## src/rtl/pe_stream_bg_if.sv

```systemverilog
// Stream and control bundle for the background-removal processing element.
// The slave side is the processing element; the master side is the frame controller / pixel source and sink.
interface pe_stream_bg_if #(
    parameter int PIX_W = 8
);
    logic             Start_Sum;
    logic             Start_BgRemoval;
    logic             Ack;
    logic             Mode;
    logic [PIX_W+1:0] Threshold;
    logic [PIX_W-1:0] Desired_r;
    logic [PIX_W-1:0] Desired_g;
    logic [PIX_W-1:0] Desired_b;

    logic             In_valid;
    logic             In_ready;
    logic [PIX_W-1:0] In_r;
    logic [PIX_W-1:0] In_g;
    logic [PIX_W-1:0] In_b;

    logic             Out_valid;
    logic             Out_ready;
    logic [PIX_W-1:0] Out_r;
    logic [PIX_W-1:0] Out_g;
    logic [PIX_W-1:0] Out_b;
    logic             Out_is_bg;

    logic [PIX_W-1:0] Bg_r;
    logic [PIX_W-1:0] Bg_g;
    logic [PIX_W-1:0] Bg_b;
    logic             Bg_valid;

    logic             Qi;
    logic             Qs;
    logic             Qsd;
    logic             Qbg;
    logic             Qbgd;

    modport slave (
        input  Start_Sum, Start_BgRemoval, Ack, Mode, Threshold, Desired_r, Desired_g, Desired_b,
        input  In_valid, In_r, In_g, In_b, Out_ready,
        output In_ready, Out_valid, Out_r, Out_g, Out_b, Out_is_bg,
        output Bg_r, Bg_g, Bg_b, Bg_valid, Qi, Qs, Qsd, Qbg, Qbgd
    );

    modport master (
        output Start_Sum, Start_BgRemoval, Ack, Mode, Threshold, Desired_r, Desired_g, Desired_b,
        output In_valid, In_r, In_g, In_b, Out_ready,
        input  In_ready, Out_valid, Out_r, Out_g, Out_b, Out_is_bg,
        input  Bg_r, Bg_g, Bg_b, Bg_valid, Qi, Qs, Qsd, Qbg, Qbgd
    );
endinterface

```

## src/rtl/pe_stream_bg.sv

```systemverilog
// Streaming background-removal PE: a SUM pass averages NUM_PIX pixels into a background colour,
// a BGR pass classifies each streamed pixel by L1 distance to it and replaces or masks background pixels.
module pe_stream_bg #(
    parameter int PIX_W   = 8,
    parameter int LOG2_N  = 4,
    parameter int REG_OUT = 1
) (
    input  logic          Clk,
    input  logic          Reset_n,
    pe_stream_bg_if.slave bus
);
    localparam int NUM_PIX = 1 << LOG2_N;
    localparam int SUM_W   = PIX_W + LOG2_N;
    localparam int CNT_W   = LOG2_N + 1;

    if (REG_OUT != 1) begin : g_reg_out_check
        $error("pe_stream_bg: only REG_OUT=1 is implemented");
    end

    typedef enum logic [2:0] {S_INI, S_SUM, S_DONE_S, S_BGR, S_DONE_B} state_t;

    state_t             state_q, state_d;
    logic [CNT_W-1:0]   cnt_in_q, cnt_out_q;
    logic [SUM_W-1:0]   sum_r_q, sum_g_q, sum_b_q;
    logic [PIX_W-1:0]   bg_r_q, bg_g_q, bg_b_q;
    logic               bg_valid_q;
    logic               vld_p1;
    logic [PIX_W-1:0]   out_r_p1, out_g_p1, out_b_p1;
    logic               out_bg_p1;
    logic               in_ready, fire_in, fire_out, last_in, last_out;
    logic               is_bg_p0;
    logic [PIX_W+1:0]   dist_p0;

    function automatic logic [PIX_W-1:0] abs_diff(input logic [PIX_W-1:0] a, input logic [PIX_W-1:0] b);
        logic signed [PIX_W:0] d;
        logic        [PIX_W:0] m;
        d = signed'({1'b0, a}) - signed'({1'b0, b});
        m = (d < 0) ? -d : d;
        return m[PIX_W-1:0];
    endfunction

    function automatic logic [PIX_W+1:0] l1_dist(input logic [PIX_W-1:0] r, g, b, br, bgc, bb);
        return {2'b00, abs_diff(r, br)} + {2'b00, abs_diff(g, bgc)} + {2'b00, abs_diff(b, bb)};
    endfunction

    // Truncating average: NUM_PIX is a power of two, so the mean is the top PIX_W bits of the sum.
    function automatic logic [PIX_W-1:0] avg(input logic [SUM_W-1:0] s);
        return s[SUM_W-1:LOG2_N];
    endfunction

    assign last_in  = (cnt_in_q == CNT_W'(NUM_PIX - 1));
    assign last_out = (cnt_out_q == CNT_W'(NUM_PIX - 1));
    assign fire_in  = bus.In_valid && in_ready;
    assign fire_out = vld_p1 && bus.Out_ready;

    always_ff @(posedge Clk or negedge Reset_n) begin
        if (!Reset_n) state_q <= S_INI;
        else          state_q <= state_d;
    end

    always_comb begin
        state_d  = state_q;
        in_ready = 1'b0;
        case (state_q)
            S_INI: begin
                if (bus.Start_Sum)                        state_d = S_SUM;
                else if (bus.Start_BgRemoval && bg_valid_q) state_d = S_BGR;
            end
            S_SUM: begin
                in_ready = 1'b1;
                if (bus.In_valid && last_in) state_d = S_DONE_S;
            end
            S_DONE_S: if (bus.Ack) state_d = S_INI;
            S_BGR: begin
                // A stalled output blocks intake so the held pixel is never overwritten.
                in_ready = (cnt_in_q < CNT_W'(NUM_PIX)) && (!vld_p1 || bus.Out_ready);
                if (fire_out && last_out) state_d = S_DONE_B;
            end
            S_DONE_B: if (bus.Ack) state_d = S_INI;
            default:  state_d = S_INI;
        endcase
    end

    // Stage p0: classification of the pixel being accepted
    assign dist_p0  = l1_dist(bus.In_r, bus.In_g, bus.In_b, bg_r_q, bg_g_q, bg_b_q);
    assign is_bg_p0 = (dist_p0 <= bus.Threshold);

    always_ff @(posedge Clk or negedge Reset_n) begin
        if (!Reset_n) begin
            cnt_in_q   <= '0;
            cnt_out_q  <= '0;
            sum_r_q    <= '0;
            sum_g_q    <= '0;
            sum_b_q    <= '0;
            bg_r_q     <= '0;
            bg_g_q     <= '0;
            bg_b_q     <= '0;
            bg_valid_q <= 1'b0;
            vld_p1     <= 1'b0;
            out_r_p1   <= '0;
            out_g_p1   <= '0;
            out_b_p1   <= '0;
            out_bg_p1  <= 1'b0;
        end else begin
            case (state_q)
                S_INI: begin
                    cnt_in_q  <= '0;
                    cnt_out_q <= '0;
                    if (bus.Start_Sum) begin
                        sum_r_q <= '0;
                        sum_g_q <= '0;
                        sum_b_q <= '0;
                    end
                end
                S_SUM: if (fire_in) begin
                    if (last_in) begin
                        bg_r_q     <= avg(sum_r_q + SUM_W'(bus.In_r));
                        bg_g_q     <= avg(sum_g_q + SUM_W'(bus.In_g));
                        bg_b_q     <= avg(sum_b_q + SUM_W'(bus.In_b));
                        bg_valid_q <= 1'b1;
                        cnt_in_q   <= '0;
                    end else begin
                        sum_r_q  <= sum_r_q + SUM_W'(bus.In_r);
                        sum_g_q  <= sum_g_q + SUM_W'(bus.In_g);
                        sum_b_q  <= sum_b_q + SUM_W'(bus.In_b);
                        cnt_in_q <= cnt_in_q + CNT_W'(1);
                    end
                end
                S_BGR: begin
                    // Stage p1: registered output pixel
                    if (fire_in) begin
                        vld_p1    <= 1'b1;
                        out_bg_p1 <= is_bg_p0;
                        out_r_p1  <= is_bg_p0 ? (bus.Mode ? '0 : bus.Desired_r) : bus.In_r;
                        out_g_p1  <= is_bg_p0 ? (bus.Mode ? '0 : bus.Desired_g) : bus.In_g;
                        out_b_p1  <= is_bg_p0 ? (bus.Mode ? '0 : bus.Desired_b) : bus.In_b;
                        cnt_in_q  <= cnt_in_q + CNT_W'(1);
                    end else if (fire_out) begin
                        vld_p1 <= 1'b0;
                    end
                    if (fire_out) begin
                        if (last_out) begin
                            cnt_out_q <= '0;
                            cnt_in_q  <= '0;
                        end else begin
                            cnt_out_q <= cnt_out_q + CNT_W'(1);
                        end
                    end
                end
                default: ;
            endcase
        end
    end

    assign bus.In_ready  = in_ready;
    assign bus.Out_valid = vld_p1;
    assign bus.Out_r     = out_r_p1;
    assign bus.Out_g     = out_g_p1;
    assign bus.Out_b     = out_b_p1;
    assign bus.Out_is_bg = out_bg_p1;
    assign bus.Bg_r      = bg_r_q;
    assign bus.Bg_g      = bg_g_q;
    assign bus.Bg_b      = bg_b_q;
    assign bus.Bg_valid  = bg_valid_q;
    assign bus.Qi        = (state_q == S_INI);
    assign bus.Qs        = (state_q == S_SUM);
    assign bus.Qsd       = (state_q == S_DONE_S);
    assign bus.Qbg       = (state_q == S_BGR);
    assign bus.Qbgd      = (state_q == S_DONE_B);
endmodule

```

## src/flat_wrapper.sv

```systemverilog
// flat-port wrapper written by rule: the top's interface ports become plain ports
module pe_stream_bg_flat 
#(
    parameter int PIX_W   = 8,
    parameter int LOG2_N  = 4,
    parameter int REG_OUT = 1
)
  (Clk, Reset_n, bus_Start_Sum, bus_Start_BgRemoval, bus_Ack, bus_Mode, bus_Threshold, bus_Desired_r, bus_Desired_g, bus_Desired_b, bus_In_valid, bus_In_r, bus_In_g, bus_In_b, bus_Out_ready, bus_In_ready, bus_Out_valid, bus_Out_r, bus_Out_g, bus_Out_b, bus_Out_is_bg, bus_Bg_r, bus_Bg_g, bus_Bg_b, bus_Bg_valid, bus_Qi, bus_Qs, bus_Qsd, bus_Qbg, bus_Qbgd);
  pe_stream_bg_if #(.PIX_W(PIX_W)) bus_i ();
  input  logic Clk;
  input  logic Reset_n;
  input wire logic [$bits(bus_i.Start_Sum)-1:0] bus_Start_Sum;
  input wire logic [$bits(bus_i.Start_BgRemoval)-1:0] bus_Start_BgRemoval;
  input wire logic [$bits(bus_i.Ack)-1:0] bus_Ack;
  input wire logic [$bits(bus_i.Mode)-1:0] bus_Mode;
  input wire logic [$bits(bus_i.Threshold)-1:0] bus_Threshold;
  input wire logic [$bits(bus_i.Desired_r)-1:0] bus_Desired_r;
  input wire logic [$bits(bus_i.Desired_g)-1:0] bus_Desired_g;
  input wire logic [$bits(bus_i.Desired_b)-1:0] bus_Desired_b;
  input wire logic [$bits(bus_i.In_valid)-1:0] bus_In_valid;
  input wire logic [$bits(bus_i.In_r)-1:0] bus_In_r;
  input wire logic [$bits(bus_i.In_g)-1:0] bus_In_g;
  input wire logic [$bits(bus_i.In_b)-1:0] bus_In_b;
  input wire logic [$bits(bus_i.Out_ready)-1:0] bus_Out_ready;
  output wire logic [$bits(bus_i.In_ready)-1:0] bus_In_ready;
  output wire logic [$bits(bus_i.Out_valid)-1:0] bus_Out_valid;
  output wire logic [$bits(bus_i.Out_r)-1:0] bus_Out_r;
  output wire logic [$bits(bus_i.Out_g)-1:0] bus_Out_g;
  output wire logic [$bits(bus_i.Out_b)-1:0] bus_Out_b;
  output wire logic [$bits(bus_i.Out_is_bg)-1:0] bus_Out_is_bg;
  output wire logic [$bits(bus_i.Bg_r)-1:0] bus_Bg_r;
  output wire logic [$bits(bus_i.Bg_g)-1:0] bus_Bg_g;
  output wire logic [$bits(bus_i.Bg_b)-1:0] bus_Bg_b;
  output wire logic [$bits(bus_i.Bg_valid)-1:0] bus_Bg_valid;
  output wire logic [$bits(bus_i.Qi)-1:0] bus_Qi;
  output wire logic [$bits(bus_i.Qs)-1:0] bus_Qs;
  output wire logic [$bits(bus_i.Qsd)-1:0] bus_Qsd;
  output wire logic [$bits(bus_i.Qbg)-1:0] bus_Qbg;
  output wire logic [$bits(bus_i.Qbgd)-1:0] bus_Qbgd;
  assign bus_i.Start_Sum = bus_Start_Sum;
  assign bus_i.Start_BgRemoval = bus_Start_BgRemoval;
  assign bus_i.Ack = bus_Ack;
  assign bus_i.Mode = bus_Mode;
  assign bus_i.Threshold = bus_Threshold;
  assign bus_i.Desired_r = bus_Desired_r;
  assign bus_i.Desired_g = bus_Desired_g;
  assign bus_i.Desired_b = bus_Desired_b;
  assign bus_i.In_valid = bus_In_valid;
  assign bus_i.In_r = bus_In_r;
  assign bus_i.In_g = bus_In_g;
  assign bus_i.In_b = bus_In_b;
  assign bus_i.Out_ready = bus_Out_ready;
  assign bus_In_ready = bus_i.In_ready;
  assign bus_Out_valid = bus_i.Out_valid;
  assign bus_Out_r = bus_i.Out_r;
  assign bus_Out_g = bus_i.Out_g;
  assign bus_Out_b = bus_i.Out_b;
  assign bus_Out_is_bg = bus_i.Out_is_bg;
  assign bus_Bg_r = bus_i.Bg_r;
  assign bus_Bg_g = bus_i.Bg_g;
  assign bus_Bg_b = bus_i.Bg_b;
  assign bus_Bg_valid = bus_i.Bg_valid;
  assign bus_Qi = bus_i.Qi;
  assign bus_Qs = bus_i.Qs;
  assign bus_Qsd = bus_i.Qsd;
  assign bus_Qbg = bus_i.Qbg;
  assign bus_Qbgd = bus_i.Qbgd;
  pe_stream_bg #(.PIX_W(PIX_W), .LOG2_N(LOG2_N), .REG_OUT(REG_OUT)) u_core (.Clk(Clk), .Reset_n(Reset_n), .bus(bus_i));
endmodule
```

## config.mk

```make
export PLATFORM = sky130hd
export DESIGN_NAME = pe_stream_bg_flat
export DESIGN_NICKNAME = d
export VERILOG_FILES = /design/src/rtl/pe_stream_bg_if.sv /design/src/rtl/pe_stream_bg.sv /design/src/flat_wrapper.sv
export SDC_FILE = /design/constraint.sdc
export NUM_CORES = 1
export LEC_CHECK = 0
export BUFFER_PORTS_ARGS = -buffer_cell sky130_fd_sc_hd__buf_4
export CORE_UTILIZATION = 43
export CTS_BUF_LIST = sky130_fd_sc_hd__clkbuf_4
export DETAILED_ROUTE_END_ITERATION = 8
export PLACE_DENSITY_LB_ADDON = 0.3
export REMOVE_ABC_BUFFERS = 1
export SLEW_MARGIN = 20
export SYNTH_ARGS = -nofsm -noshare
export SYNTH_HDL_FRONTEND = slang
export SYNTH_SLANG_ARGS = --single-unit
```

## constraint.sdc

```tcl
create_clock -name Clk -period 9.9 [get_ports Clk]
set_input_delay 0.495 -clock Clk [delete_from_list [all_inputs] [get_ports Clk]]
set_output_delay 0.495 -clock Clk [all_outputs]
set_load 0.1 [all_outputs]
```

Word level (Yosys, flattened, before mapping)
Index checks and enable logic that the tools add are counted.

word-level totals
  input bits = 66
  word-level logic and storage cells = 105
  register bits = 100
  output and inout port bits = 57

cells by class
  reductions and logical operators = 21
  eq/ne operators = 14
  $add $sub $neg = 13
  muxes and demuxes = 37
  order comparisons = 5

operator list
  operator             count
  $mux 12              7
  $mux 8               9
  $pmux 12 s2          3
  $add 12x8->12        3
  $mux 5               7
  $lt 9x1->1 const B   3
  $sub 8x8->9          3
  $neg 8->8            3
  $mux 3               5
  $pmux 5 s3           1
  $pmux 3 s4           1
  $add 10x8->10        1
  $add 5x1->5 const B  2
  $eq 5x4->1 const B   2
  $le 10x10->1         1
  $ne 2x1->1 const B   5
  $pmux 5 s2           1
  $add 8x8->9          1
  $reduce_and 2->1     4
  $reduce_and 4->1     2
  $eq 3x2->1 const B   2
  $logic_and 1x1->1    6
  $reduce_bool 2->1    3
  $lt 5x5->1 const B   1
  other kinds (12)     14

Depth between registers and ports, before layout
  word-level depth = 9
  gate-level depth with buffers = 30
  gate-level depth less buffers = 28

Worst setup path before layout
OpenSTA, ideal clock, no wires.

  kind = flip-flop to flip-flop
  start = register u_core.bg_g_q[3], in the netlist u_core.bus.Bg_g[3]
  end = register u_core.out_g_p1[0], in the netlist u_core.bus.Out_g[0]
  stages on the path, launching flop included = 29
  period minus slack after synthesis = 5998 ps
  required time = 9818 ps
  library setup time = 82 ps
  data arrival time = 5917 ps
  slack = 3902 ps
  cells stage by stage = dfrtp_1 -> inv_1 -> ha_1 -> o21ai_0 -> a21oi_1 -> o31a_1 -> o21ai_4 -> nand2_1 -> mux2i_1 -> fa_1 -> nor2b_1 -> o21ai_0 -> a21boi_0 -> o21ai_0 -> nor2b_1 -> xnor2_1 -> ha_1 -> or2_2 -> a21oi_1 -> a21oi_1 -> xor2_1 -> ha_1 -> nand4_1 -> nor2_1 -> a21oi_1 -> o211ai_4 -> buf_6 -> a211o_1 -> a31oi_2

on the way
  word-level cells in the longest chain between the ends = 7
  elaborated cells between the ends (all ways) = 8

ends and longest elaborated chain
  element                                         RTL line             source
  from (decl)                                     pe_stream_bg.sv:25   logic [PIX_W-1:0] bg_r_q, bg_g_q, bg_b_q;
  from (signal assigned)                          pe_stream_bg.sv:118  bg_g_q <= avg(sum_g_q + SUM_W'(bus.In_g));
  $sub 8x8->9 (*)                                 pe_stream_bg.sv:37   d = signed'({1'b0, a}) - signed'({1'b0, b});
  $neg 8->8 / $lt 9x1->1 (equally long branches)  pe_stream_bg.sv:38   m = (d < 0) ? -d : d;
  $mux 8 (*)                                      pe_stream_bg.sv:38
  $add 8x8->9 (*)                                 pe_stream_bg.sv:43   return {2'b00, abs_diff(r, br)} + {2'b00, abs_diff(g, bgc)} + {2'b00, abs_diff(b, bb)};
  $add 10x8->10 (*)                               pe_stream_bg.sv:43
  $le 10x10->1 (*)                                pe_stream_bg.sv:86   assign is_bg_p0 = (dist_p0 <= bus.Threshold);
  $mux 8 (*)                                      pe_stream_bg.sv:135  out_g_p1 <= is_bg_p0 ? (bus.Mode ? '0 : bus.Desired_g) : bus.In_g;
  to (signal assigned)                            pe_stream_bg.sv:135
  to (decl)                                       pe_stream_bg.sv:28   logic [PIX_W-1:0] out_r_p1, out_g_p1, out_b_p1;

Every way passes the cells marked *; elsewhere a longest branch is shown, timed or not.
A chain may end at the register's enable or synchronous reset.

Worst setup path in the final report
  start = register u_core.bg_g_q[0], in the netlist u_core.bus.Bg_g[0]
  end = register u_core.out_r_p1[4], in the netlist u_core.bus.Out_r[4]

on the way
  word-level cells in the longest chain between the ends = 7
  elaborated cells between the ends (all ways) = 8

ends and longest elaborated chain
  element                                         RTL line             source
  $sub 8x8->9 (*)                                 pe_stream_bg.sv:37
  $neg 8->8 / $lt 9x1->1 (equally long branches)  pe_stream_bg.sv:38
  $mux 8 (*)                                      pe_stream_bg.sv:38
  $add 8x8->9 (*)                                 pe_stream_bg.sv:43
  $add 10x8->10 (*)                               pe_stream_bg.sv:43
  $le 10x10->1 (*)                                pe_stream_bg.sv:86
  $mux 8 (*)                                      pe_stream_bg.sv:134  out_r_p1 <= is_bg_p0 ? (bus.Mode ? '0 : bus.Desired_r) : bus.In_r;
  to (signal assigned)                            pe_stream_bg.sv:134
  to (decl)                                       pe_stream_bg.sv:28

Marks and branches as above.

==> impl_results.md <==
* Total global routing overflow at 0
* Via count of the first global-routing pass at 6755
* Critical Path AT at 7.23 ns
* Worst hold-check slack at 0.2738 ns
* Setup crit start kind: flop
* Per-instance average area after synthesis at 8.685 um^2
* Total half-perimeter wirelength after legalization and detailed placement at 14880 um
* Crit Path Category: flop to flop
* CTS tree: built
* Distinct cell type count of the synthesized netlist at 74
* DRC at 0
* Post-CTS clock slew at the launch and capture registers of the worst setup and hold paths at 0.18 ns
* Slew headroom at 26.92%
* Post-Syn Instances at 938
* Detailed Route WL at 20160 um
* Register-to-Register Setup Slack at 3.07 ns
* Post-synth top area cell: dfrtp_1
* Overall via count from detail_route at 7047
* Number of primary I/O pins at 123
* Remaining antenna violation count after routing at 0
* Skew-Pair Late Insertion Delay at 0.48 ns
* Synth top area cells: dfrtp_1, ha_1, xnor2_1
* Most used DFF post-synth: dfrtp_1
* Fraction of final layout cells with drive strength greater than 1 at 17.80%
* Fillcell total at 1782
* Starting Density at 44.59%
* Tmin final at 6.830 ns
* Outcome: finished, final reports clean
* Drt pass-1 iters at 5
* Maximum net fanout on the critical path at 49
* Beginning of the worst hold path: bus_Out_ready
* Number of I/O port buffers at 122
* DIE AREA at 19500 um^2
* Worst-case reg-to-reg path depth at 25
* CTS root buf: clkbuf_4
* Flip-flop and latch count after synthesis at 100
* Unrepaired setup endpoints after global routing: no
* Gr usage total at 21.35%
* Horizontal die dimension at 139.6 um
* Number of flops mapped to enable cells by yosys at 0
* Skew final at 0.01837 ns
* Pin count of the biggest net entering global routing at 66
* Area of the core at 18270 um^2
* First-pass GRT wire length at 33740 um
* Max IR drop VDD at 169.1 uV
* Number of nets in the layout at 1196
* Clock buffer depth at 2
* Share of the yosys chip area belonging to registers at 30.72%
* Final Hold Fails at 0
* H-tree depth reported by CTS at 3
* Final setup TNS at 0 ns
* Via density per instance at 5.527
* FMAX at 146.4 MHz
* Area added between synthesis and finish at 15.31%
* Total power per unit cell area at 283.4 nW/um^2
* Initial DRC count at 350
* Syn Std Cell Area at 8147 um^2
* Yosys warning total at 0
* DIE HEIGHT at 139.6 um
* Final period utilization at 68.99%
* Area share of the largest cell type after synthesis at 30.72%
* Total clock buffers created by CTS at 9
* Final design utilization at 51.42%
* Clock Sinks at 100
* Reg2reg end: u_core.bus.Out_r[4]
* Number of pins with negative max-slew slack in the final report at 0
* Worst Hold Class: input pin to flop
* Cell count of the worst hold path at 4
* Endpoint type of the worst setup path: flop
* Async set-reset flop share out of synthesis at 100.0%
* Least-Margin Pin Slew at 1.095 ns
* GPL Wtd Cong at 0.8746
* Leak Pwr at 0.004441 uW
* Number of placement rows at 49
* Final setup viols at 0
* Wire per inst at 15.81 um
* Number of violations of the max-capacitance limit at 0
* RR Startpoint: u_core.bus.Bg_g[0]
* Initial antenna violation count at 1
* Data required time at the worst endpoint at 10.30 ns
* Worst Hold End: u_core.bus.Out_valid
* Total design power at 2663 uW
-- per-stage QoR --
stage                     setup WS, ns  cells  cell area (um^2)
after floorplan                  3.178    901              7961
after global placement           3.218   1258              9241
after detailed placement         2.988   1258              9241
after CTS                        3.097   1274              9392
after global routing             2.483   1275              9394
final                            3.070   1275              9394
-- timing repair --
item,CTS,global route
buffers inserted,0,0
hold endpoints to repair,35,0
hold buffers,1,0
gates resized for setup,0,0
-- worst max path at each step --
stage,end,from
6_report,u_core.bus.Out_r[4],u_core.bus.Bg_g[0]
5_1_grt,u_core.bus.Out_r[5],u_core.bus.Bg_g[0]
4_1_cts,u_core.bus.Out_g[4],u_core.bus.Bg_g[0]
3_5_place_dp,u_core.bus.Out_r[4],bus_In_r[0]
3_3_place_gp,u_core.bus.Out_g[3],bus_In_g[0]
2_1_floorplan,u_core.bus.Out_g[0],u_core.bus.Bg_g[3]
-- state kept, by name, indices dropped and copies added (netlist names), 5 cells and up --
| register | count |
|---|---|
| u_core.cnt_out_q | 5 |
| u_core.bus.Bg_r | 8 |
| u_core.bus.Bg_g | 8 |
| u_core.sum_b_q | 12 |
| u_core.bus.Out_b | 8 |
| u_core.bus.Bg_b | 8 |
| u_core.bus.Out_r | 8 |
| u_core.sum_r_q | 12 |
| u_core.cnt_in_q | 5 |
| u_core.bus.Out_g | 8 |
| u_core.sum_g_q | 12 |
-- layout make-up --
type	count	area [um^2]	area share, %
antenna	1	2.502	0.02664
clock inverter	6	72.57	0.7725
multi-input combinational	704	5126	54.57
tap	229	286.5	3.050
timing repair buffer	129	970.9	10.34
sequential	100	2502	26.64
inverter	97	365.4	3.889
clock buffer	9	67.56	0.7192
-- cells in the mapped netlist, drive strengths merged, types with 5 or more instances --
library cell    n
o21bai          8
nor2           73
or3             5
ha             81
xor2           23
nand4           6
a21oi          53
o31a            5
nand2          65
fa              8
nand2b         12
o21a            7
o21ai          60
xnor2          48
nor2b          10
mux2           12
dfrtp         100
a21o           18
clkbuf         18
o211ai          9
a31oi          34
a22o           17
or2             5
buf            19
nand3          48
nor3           18
inv            96
o311ai          5
a211o          25
o31ai           8
-- layer usage --
layer | vias up | share of wire, % | global-route usage (%)
met5 | - | 0 | 0
li1 | 3532 | - | -
met3 | 12 | 4.2 | 3.992
met1 | 3356 | 49 | 29.24
met2 | 147 | 46 | 35.18
met4 | 0 | 0.89 | 4.222
-- critical path, cell delays in order, from the launching register on --
cell and delay [ns]:
dfrtp_1 0.48, ha_1 0.25, fa_1 0.40, nand2b_1 0.18, a21oi_1 0.19, o31a_1 0.22, o21ai_4 0.10, nand2_1 0.13
mux2_1 0.34, ha_1 0.30, a21o_1 0.18, a21oi_1 0.25, nand2b_1 0.14, a21boi_0 0.12, o41ai_1 0.37, xnor2_1 0.17
ha_1 0.27, a21oi_1 0.18, a21oi_1 0.08, xor2_1 0.15, ha_1 0.29, nand4_1 0.16, nor2_1 0.21, nand3_2 0.85
a211o_1 0.55, a31oi_1 0.17
-- cell families after synthesis --
logic type                 count (synthesis)  share of synthesized area (%)
AOI/OAI and AO/OA                        269                          23.04
xor gates and xnor gates                  71                          7.633
adders and majority gates                 89                          14.41
buffers and inverters                    134                          6.757
DFF                                      100                          30.72
muxes                                     15                          2.027
and+or+nand+nor                          260                          15.42
-- cell usage in the layout (no fill, tap or decap), types with 10 or more instances in the layout --
| master | n |
|---|---|
| dfrtp_1 | 100 |
| nand2b_1 | 12 |
| nor3_1 | 16 |
| o21ai_1 | 12 |
| a22o_1 | 17 |
| a21oi_1 | 51 |
| inv_1 | 95 |
| nand3_1 | 46 |
| a21o_1 | 18 |
| a211o_1 | 25 |
| mux2_2 | 10 |
| buf_4 | 128 |
| xor2_1 | 23 |
| nor2_1 | 71 |
| xnor2_1 | 48 |
| nand2_1 | 64 |
| o21ai_0 | 45 |
| a31oi_1 | 30 |
| ha_1 | 81 |
-- power by group --
part	switching (uW)	internal [uW]	leakage [uW]
Clock	155	79.5	0.0000787
Sequential	96.0	517	0.00131
Combinational	1220	596	0.00306
(Power assumes the default switching activity.)
